## src/rtl/count1_key_sequencer.sv

```systemverilog
// Key front-end for the 4-bit up/down counter: synchronises and debounces the add and direction
// keys, produces single-cycle add strobes with optional auto-repeat, and toggles the direction.
module count1_key_sequencer #(
    parameter int unsigned DEB_CYCLES    = 1_000_000,
    parameter bit          REPEAT_EN     = 1'b1,
    parameter int unsigned REPEAT_DELAY  = 25_000_000,
    parameter int unsigned REPEAT_PERIOD = 5_000_000,
    parameter int unsigned TMR_W         = 25
) (
    input  logic FPGA_CLK,
    input  logic FPGA_RST_N,
    input  logic key_add_n,
    input  logic key_dir_n,
    output logic f_key_add,
    output logic f_key_direction,
    output logic f_key_held
);

    localparam logic [TMR_W-1:0] DebLast    = TMR_W'(DEB_CYCLES - 1);
    localparam logic [TMR_W-1:0] DelayLast  = TMR_W'(REPEAT_DELAY - 1);
    localparam logic [TMR_W-1:0] PeriodLast = TMR_W'(REPEAT_PERIOD - 1);
    localparam logic [TMR_W-1:0] TmrOne     = TMR_W'(1);

    localparam logic [1:0] StIdle   = 2'd0;
    localparam logic [1:0] StHold   = 2'd1;
    localparam logic [1:0] StRepeat = 2'd2;

    // Key index 0 is the add key, index 1 the direction key; levels are active-low.
    logic [1:0]            sync1_q, sync2_q;
    logic [1:0]            deb_q, deb_d;
    logic [1:0][TMR_W-1:0] deb_cnt_q, deb_cnt_d;
    logic                  dir_prev_q;
    logic [1:0]            state_q, state_d;
    logic [TMR_W-1:0]      tmr_q, tmr_d;
    logic                  add_q, add_d;
    logic                  pend_q, pend_d;
    logic                  dir_q, dir_d;
    logic                  add_pressed, dir_press, req;

    always_comb begin
        for (int k = 0; k < 2; k++) begin
            deb_d[k]     = deb_q[k];
            deb_cnt_d[k] = '0;
            if (sync2_q[k] != deb_q[k]) begin
                if (deb_cnt_q[k] == DebLast) begin
                    deb_d[k] = sync2_q[k];
                end else begin
                    deb_cnt_d[k] = deb_cnt_q[k] + TmrOne;
                end
            end
        end
    end

    assign add_pressed = ~deb_q[0];
    assign dir_press   = ~deb_q[1] & dir_prev_q;

    // Release is tested ahead of timer expiry so a simultaneous expiry yields no pulse.
    always_comb begin
        state_d = state_q;
        tmr_d   = tmr_q;
        req     = 1'b0;
        case (state_q)
            StIdle: begin
                if (add_pressed) begin
                    req     = 1'b1;
                    tmr_d   = '0;
                    state_d = StHold;
                end
            end
            StHold: begin
                if (!add_pressed) begin
                    tmr_d   = '0;
                    state_d = StIdle;
                end else if (REPEAT_EN && (tmr_q == DelayLast)) begin
                    req     = 1'b1;
                    tmr_d   = '0;
                    state_d = StRepeat;
                end else begin
                    tmr_d = tmr_q + TmrOne;
                end
            end
            StRepeat: begin
                if (!add_pressed) begin
                    tmr_d   = '0;
                    state_d = StIdle;
                end else if (tmr_q == PeriodLast) begin
                    req   = 1'b1;
                    tmr_d = '0;
                end else begin
                    tmr_d = tmr_q + TmrOne;
                end
            end
            default: begin
                tmr_d   = '0;
                state_d = StIdle;
            end
        endcase
    end

    // A strobe coinciding with a direction toggle waits one cycle so it sees the new direction.
    always_comb begin
        add_d  = 1'b0;
        pend_d = 1'b0;
        dir_d  = dir_q ^ dir_press;
        if (dir_press) begin
            pend_d = req | pend_q;
        end else begin
            add_d = req | pend_q;
        end
    end

    always_ff @(posedge FPGA_CLK or negedge FPGA_RST_N) begin
        if (!FPGA_RST_N) begin
            sync1_q    <= 2'b11;
            sync2_q    <= 2'b11;
            deb_q      <= 2'b11;
            deb_cnt_q  <= '0;
            dir_prev_q <= 1'b1;
            state_q    <= StIdle;
            tmr_q      <= '0;
            add_q      <= 1'b0;
            pend_q     <= 1'b0;
            dir_q      <= 1'b1;
        end else begin
            sync1_q    <= {key_dir_n, key_add_n};
            sync2_q    <= sync1_q;
            deb_q      <= deb_d;
            deb_cnt_q  <= deb_cnt_d;
            dir_prev_q <= deb_q[1];
            state_q    <= state_d;
            tmr_q      <= tmr_d;
            add_q      <= add_d;
            pend_q     <= pend_d;
            dir_q      <= dir_d;
        end
    end

    assign f_key_add       = add_q;
    assign f_key_direction = dir_q;
    assign f_key_held      = (state_q != StIdle);

endmodule

```

## config.mk

```make
export PLATFORM = sky130hd
export DESIGN_NAME = count1_key_sequencer
export DESIGN_NICKNAME = d
export VERILOG_FILES = /design/src/rtl/count1_key_sequencer.sv
export SDC_FILE = /design/constraint.sdc
export NUM_CORES = 1
export LEC_CHECK = 0
export ABC_AREA = 0
export CAP_MARGIN = 20
export CORE_MARGIN = 10
export CORE_UTILIZATION = 55
export CTS_CLUSTER_DIAMETER = 150
export DETAILED_ROUTE_END_ITERATION = 10
export MAX_ROUTING_LAYER = met4
export PLACE_DENSITY = 0.74
export SYNTH_ARGS = -nofsm -noshare
export SYNTH_HDL_FRONTEND = slang
export SYNTH_SLANG_ARGS = --single-unit
```

## constraint.sdc

```tcl
create_clock -name FPGA_CLK -period 1.82 [get_ports FPGA_CLK]
set_input_delay 0.364 -clock FPGA_CLK [delete_from_list [all_inputs] [get_ports FPGA_CLK]]
set_output_delay 0.364 -clock FPGA_CLK [all_outputs]
set_load 0.01 [all_outputs]
```

[After elaboration in Yosys (flattened, before gate mapping)]
Cells that the tools add are included.
Word-level totals
  register bits after elaboration: 87
  bits of input ports: 4
  output and inout port bits: 3
  logic and storage cells: 58
Cells by class
  add/sub/neg operators: 3
  equality and inequality tests: 11
  muxes and demuxes: 23
  bitwise operators: 4
  reduce and logical (&&, ||, !) cells: 5
Operators with widths (count)
  2-to-1 mux 25 bit: 9
  adder 25 x 1 -> 25 bit, second input constant: 3
  case mux 25 bit (3 select lines): 1
  equality test 25 x 20 -> 1 bit, second input constant: 2
  equality test 25 x 23 -> 1 bit, second input constant: 1
  equality test 25 bit, second input constant: 1
  2-to-1 mux 2 bit: 4
  2-to-1 mux 1 bit: 7
  case mux 2 bit (3 select lines): 1
  inequality test 2 bit, second input constant: 2
  AND reduction 2 bit: 2
  inequality test 3 bit, second input constant: 1
  case mux 1 bit (3 select lines): 1
  AND reduction 3 bit: 1
  equality test 2 x 1 -> 1 bit, second input constant: 1
  equality test 2 bit, second input constant: 1
  zero test 2 bit: 1
  inequality test 1 bit: 2
  nonzero test 2 bit: 1
  AND 1 bit: 1
  NOT 1 bit: 1
  OR 1 bit: 1
  XOR 1 bit: 1

[Depth between registers and ports, before layout]
  word-level depth: 6
  mapped depth: 9
  depth with buffers taken out: 6

[Worst setup path after synthesis]
OpenSTA, ideal clock, no wires.
  kind: reg2reg
  start point: register tmr_q[0]
  end point: register tmr_q[13]
  setup time: 0.136 ns
  arrival: 1.782 ns
  data required time: 1.684 ns
  slack: -0.098 ns
  cell stages (with the launch flop): 10
  buffers on the path: 3
  period minus slack after synthesis: 1.918 ns
  cell sequence: dfrtp_1 -> ha_1 -> clkbuf_1 -> and3_1 -> nand3_1 -> o31a_1 -> buf_2 -> buf_6 -> o2111ai_2 -> o211ai_1
On the way
  longest elaborated chain between the ends: 4
  elaborated cells on any way between the ends: 8
  those cells by class: 1 x add/sub; 2 x eq/ne; 5 x mux
RTL lines
  from (decl): RTL line 34  | logic [TMR_W-1:0] tmr_q, tmr_d;
  from (signal assigned): RTL line 131  | tmr_q <= tmr_d;
  adder 25 x 1 -> 25 bit, or another cell as far along: RTL line 79, 90
  2-to-1 mux 25 bit, on equally long branches: RTL line 86, 74
  2-to-1 mux 25 bit, on equally long branches: RTL line 83, 71
  case mux 25 bit (3 select lines) (*): RTL line 62  | case (state_q)
Every way passes the cells marked *; elsewhere a longest branch is shown, timed or not.
A chain may end at the register's enable or synchronous reset.

[Final worst setup path]
  start point: register tmr_q[1]
  end point: register state_q[0]
On the way
  longest elaborated chain between the ends: 3
RTL lines
  equality test 25 bit: RTL line 74  | end else if (REPEAT_EN && (tmr_q == DelayLast)) begin
  inequality test 3 bit (no source line)
  AND reduction 3 bit (no source line)
  to (signal assigned): RTL line 119  | state_q <= StIdle;
  to (signal assigned): RTL line 130  | state_q <= state_d;
  to (decl): RTL line 33  | logic [1:0] state_q, state_d;
No other way between the ends.

==> metrics.txt <==
outcome=complete, but fails checks; failing checks=setup timing; maximum buffer depth of the clock tree=2; Hold WC Path Type=flip-flop to flip-flop; DRC=0; vias post-DR=roughly 3,900; Initial Util=between 50% and 60%; placed cell count=between 600 and 700; max cap viols=0; clock net sink count=87; Crit. End Element=flip-flop; Syn Nets=527; sw frac=about a quarter; commonest non-fill, non-tap cell in the layout=dfrtp_1; hold path depth=0; reg-to-reg startpoint=tmr_q[1]$_DFFE_PN0P_; # H-tree levels=3; RSZ-0062 raised after global routing=true; Worst Tran Pin Value=between 300 and 400 ps; part of the power in combinational logic=around 3.3%; FP Rows=33; PD cells=between 500 and 600 nW/µm²; DP HPWL=about 7200 µm; most frequent cells in the layout=dfrtp_1 (77), nor2_1 (73), nand2_1 (65), buf_4 (48), nand3_1 (31); Final GP Congestion=0.874; Hold Crit Endpoint=sync2_q[1]$_DFF_PN1_; Worst R2R Setup Slack=-60 ps; Reg-to-Reg End=state_q[0]$_DFFE_PN0P_; diode count=0; yosys warns=0; Worst slew margin=roughly three quarters; Die Height=around 110 µm; Post-synth EDFFs=0; first-pass GRT wire length=~18,000 µm; Reg2Reg Depth=6; DR vias/cell=5.85; Netlist cell types=46; FF+latch count, synth=just under 90; Skew-Pair Late Insertion Delay=around 360 ps; Required @ worst endpoint=approximately 2100 ps; die area=roughly 13,000 µm²; boundary pin count=7; WL/cell=~16 µm; DR iter-0 viols=roughly 280; Fin Setup TNS=-417 ps; Slew Limit Fails=0; P_int=around 2.5 mW; crit-path max FO=7; fin worst setup slack=-64.7 ps; DRT antenna net count=0; fmax=approximately 530 MHz; final hold violation count=0; sequential share of the synthesized area=roughly 46%; TritonCTS buffer count=9; initial antenna violation count=0; Avg Inst Size Synth=9.15 µm²; WP data arrival=2140 ps; Pleak=roughly 2.4 nW; switching power=0.775 mW; type of the worst setup path=flip-flop to flip-flop; P&R area growth vs syn=17.8%; pin count of the biggest net entering global routing=50; crit share post-route=104%; vias in the first global route=between 3,000 and 4,000; CTS root buffer=clkbuf_8; GR Util All Layers=17.2%; fraction of layout instances using a drive strength above 1=between 20 and 25%; final WL=between 10,000 and 15,000 µm; largest vdd supply drop=around 0.33 mV; fin nets=between 500 and 600; final setup skew=20.2 ps; min-delay src=sync1_q[1]$_DFF_PN1_; drt first pass iters=4; Tmin final=approximately 1900 ps; CTS tree=built; Seq pwr share=between 60% and 70%; FFs w/ async S/R, synth=100%; filler-free cell count of the finished design=roughly 670; # setup viols final=15; Startpoint Class=flip-flop; clock power share=between 30% and 40%; Core Box Area=8300 µm²; fillers=~660; port bufs=6; Post-Syn Area=approximately 4700 µm²; Die X=approximately 110 µm; total grt overflow=0; post-synthesis cell count=between 500 and 600; Worst-path clk slew=roughly 90 ps; ys flop type=dfrtp_1
state kept, by name (all words and copies together) (netlist names), 2 cells and up:
| signal | count |
|---|---|
| sync2_q | 2 |
| tmr_q | 25 |
| deb_q | 2 |
| state_q | 2 |
| sync1_q | 2 |
| deb_cnt_q | 50 |
synthesized netlist by cell type (all sizes together) (4+ instances only):
master / count / area share [%]
and4: 11 / 2.0
o31a: 7 / 1.3
o21a: 4 / 0.64
ha: 7 / 1.9
nor2b: 4 / 0.53
clkbuf: 12 / 1.0
dfrtp: 79 / 42
and2: 9 / 1.2
o211ai: 10 / 1.7
and3: 11 / 1.5
dfstp: 8 / 4.5
nand3: 31 / 3.3
nor4: 11 / 1.6
o2111ai: 4 / 0.87
nand2: 65 / 5.2
o21ai: 8 / 0.85
xnor2: 25 / 4.6
inv: 17 / 1.4
buf: 14 / 1.8
nor4b: 5 / 1.1
o221ai: 16 / 3.0
xor2: 24 / 4.5
nor3: 20 / 2.1
nand4: 19 / 2.5
nor2: 74 / 5.9
kinds of logic (layout without fill, tap and decap cells):
| logic type | Yosys count | after routing | share of synthesized area, % |
|---|---|---|---|
| simple gates | 269 | 269 | 28.3 |
| flops | 87 | 87 | 46.3 |
| compound gates | 59 | 59 | 9.80 |
| xor+xnor | 49 | 49 | 9.09 |
| buf+inv | 43 | 94 | 4.13 |
| fa+ha+maj | 7 | 7 | 1.85 |
| mux | 2 | 2 | 0.477 |
critical path, stage by stage (launching register included):
cell and delay [ps]:
dfrtp_1 370, ha_1 180, and3_4 200, nand3_1 90
o31a_1 400, or4_1 430, o311ai_1 100
routing by layer:
layer  up-vias  GRT usage [%]  wire [µm]
met3        20           3.14        380
met1      1920           21.8       4880
met4         0           6.68        221
met5         -              -          0
met2        74           26.5       5020
li1       1914              -          -
metrics by stage:
stage	power (mW)	hold slack (ps)	setup WS, ps	cell area [µm²]	util, %
finish	3.24	361	-64.7	5560	67.0
global route	3.37	368	-152	5560	67.0
CTS	3.27	363	-50.4	5440	65.5
detailed placement	2.11	256	-87.3	5230	63.0
global placement	2.10	253	-27.1	5230	63.0
floorplan	2.04	68.4	-16.6	4750	-
what timing repair did:
item / 4_1_cts / 5_1_grt
endpoints found under the hold margin: 14 / 0
resized for setup: 10 / 27
pin swaps: 3 / 5
hold buffers: 1 / 0
buffers inserted: 1 / 1
endpoints found under the setup margin: 49 / 79
area by class of cell:
class / count / area (µm²) / share of cell area, %
tap: 105 / 131 / 2.36
inverter: 17 / 63.8 / 1.15
timing repair buffer: 62 / 534 / 9.60
multi-input combinational: 386 / 2480 / 44.6
sequential: 87 / 2190 / 39.4
clock buffer: 9 / 124 / 2.23
clock inverter: 6 / 36.3 / 0.652
power by group through the flow:
| stage | Sequential [mW] | Combinational (mW) | Clock, mW |
|---|---|---|---|
| after global placement | 2.00 | 0.104 | 0 |
| after global routing | 1.97 | 0.122 | 1.28 |
| after floorplan | 2.00 | 0.0383 | 0 |
| final | 1.96 | 0.107 | 1.17 |
| after detailed placement | 2.00 | 0.108 | 0 |
| after CTS | 1.96 | 0.110 | 1.20 |
worst max-delay path by stage:
| stage | cells after the start | startpoint | to |
|---|---|---|---|
| detailed placement | 6 | tmr_q[15]$_DFFE_PN0P_ | tmr_q[8]$_DFFE_PN0P_ |
| finish | 6 | tmr_q[1]$_DFFE_PN0P_ | state_q[0]$_DFFE_PN0P_ |
| CTS | 6 | tmr_q[15]$_DFFE_PN0P_ | tmr_q[15]$_DFFE_PN0P_ |
| global route | 6 | tmr_q[15]$_DFFE_PN0P_ | tmr_q[8]$_DFFE_PN0P_ |
| global placement | 7 | tmr_q[13]$_DFFE_PN0P_ | tmr_q[24]$_DFFE_PN0P_ |
| floorplan | 9 | tmr_q[0]$_DFFE_PN0P_ | tmr_q[13]$_DFFE_PN0P_ |
(Power assumes the default switching activity.)
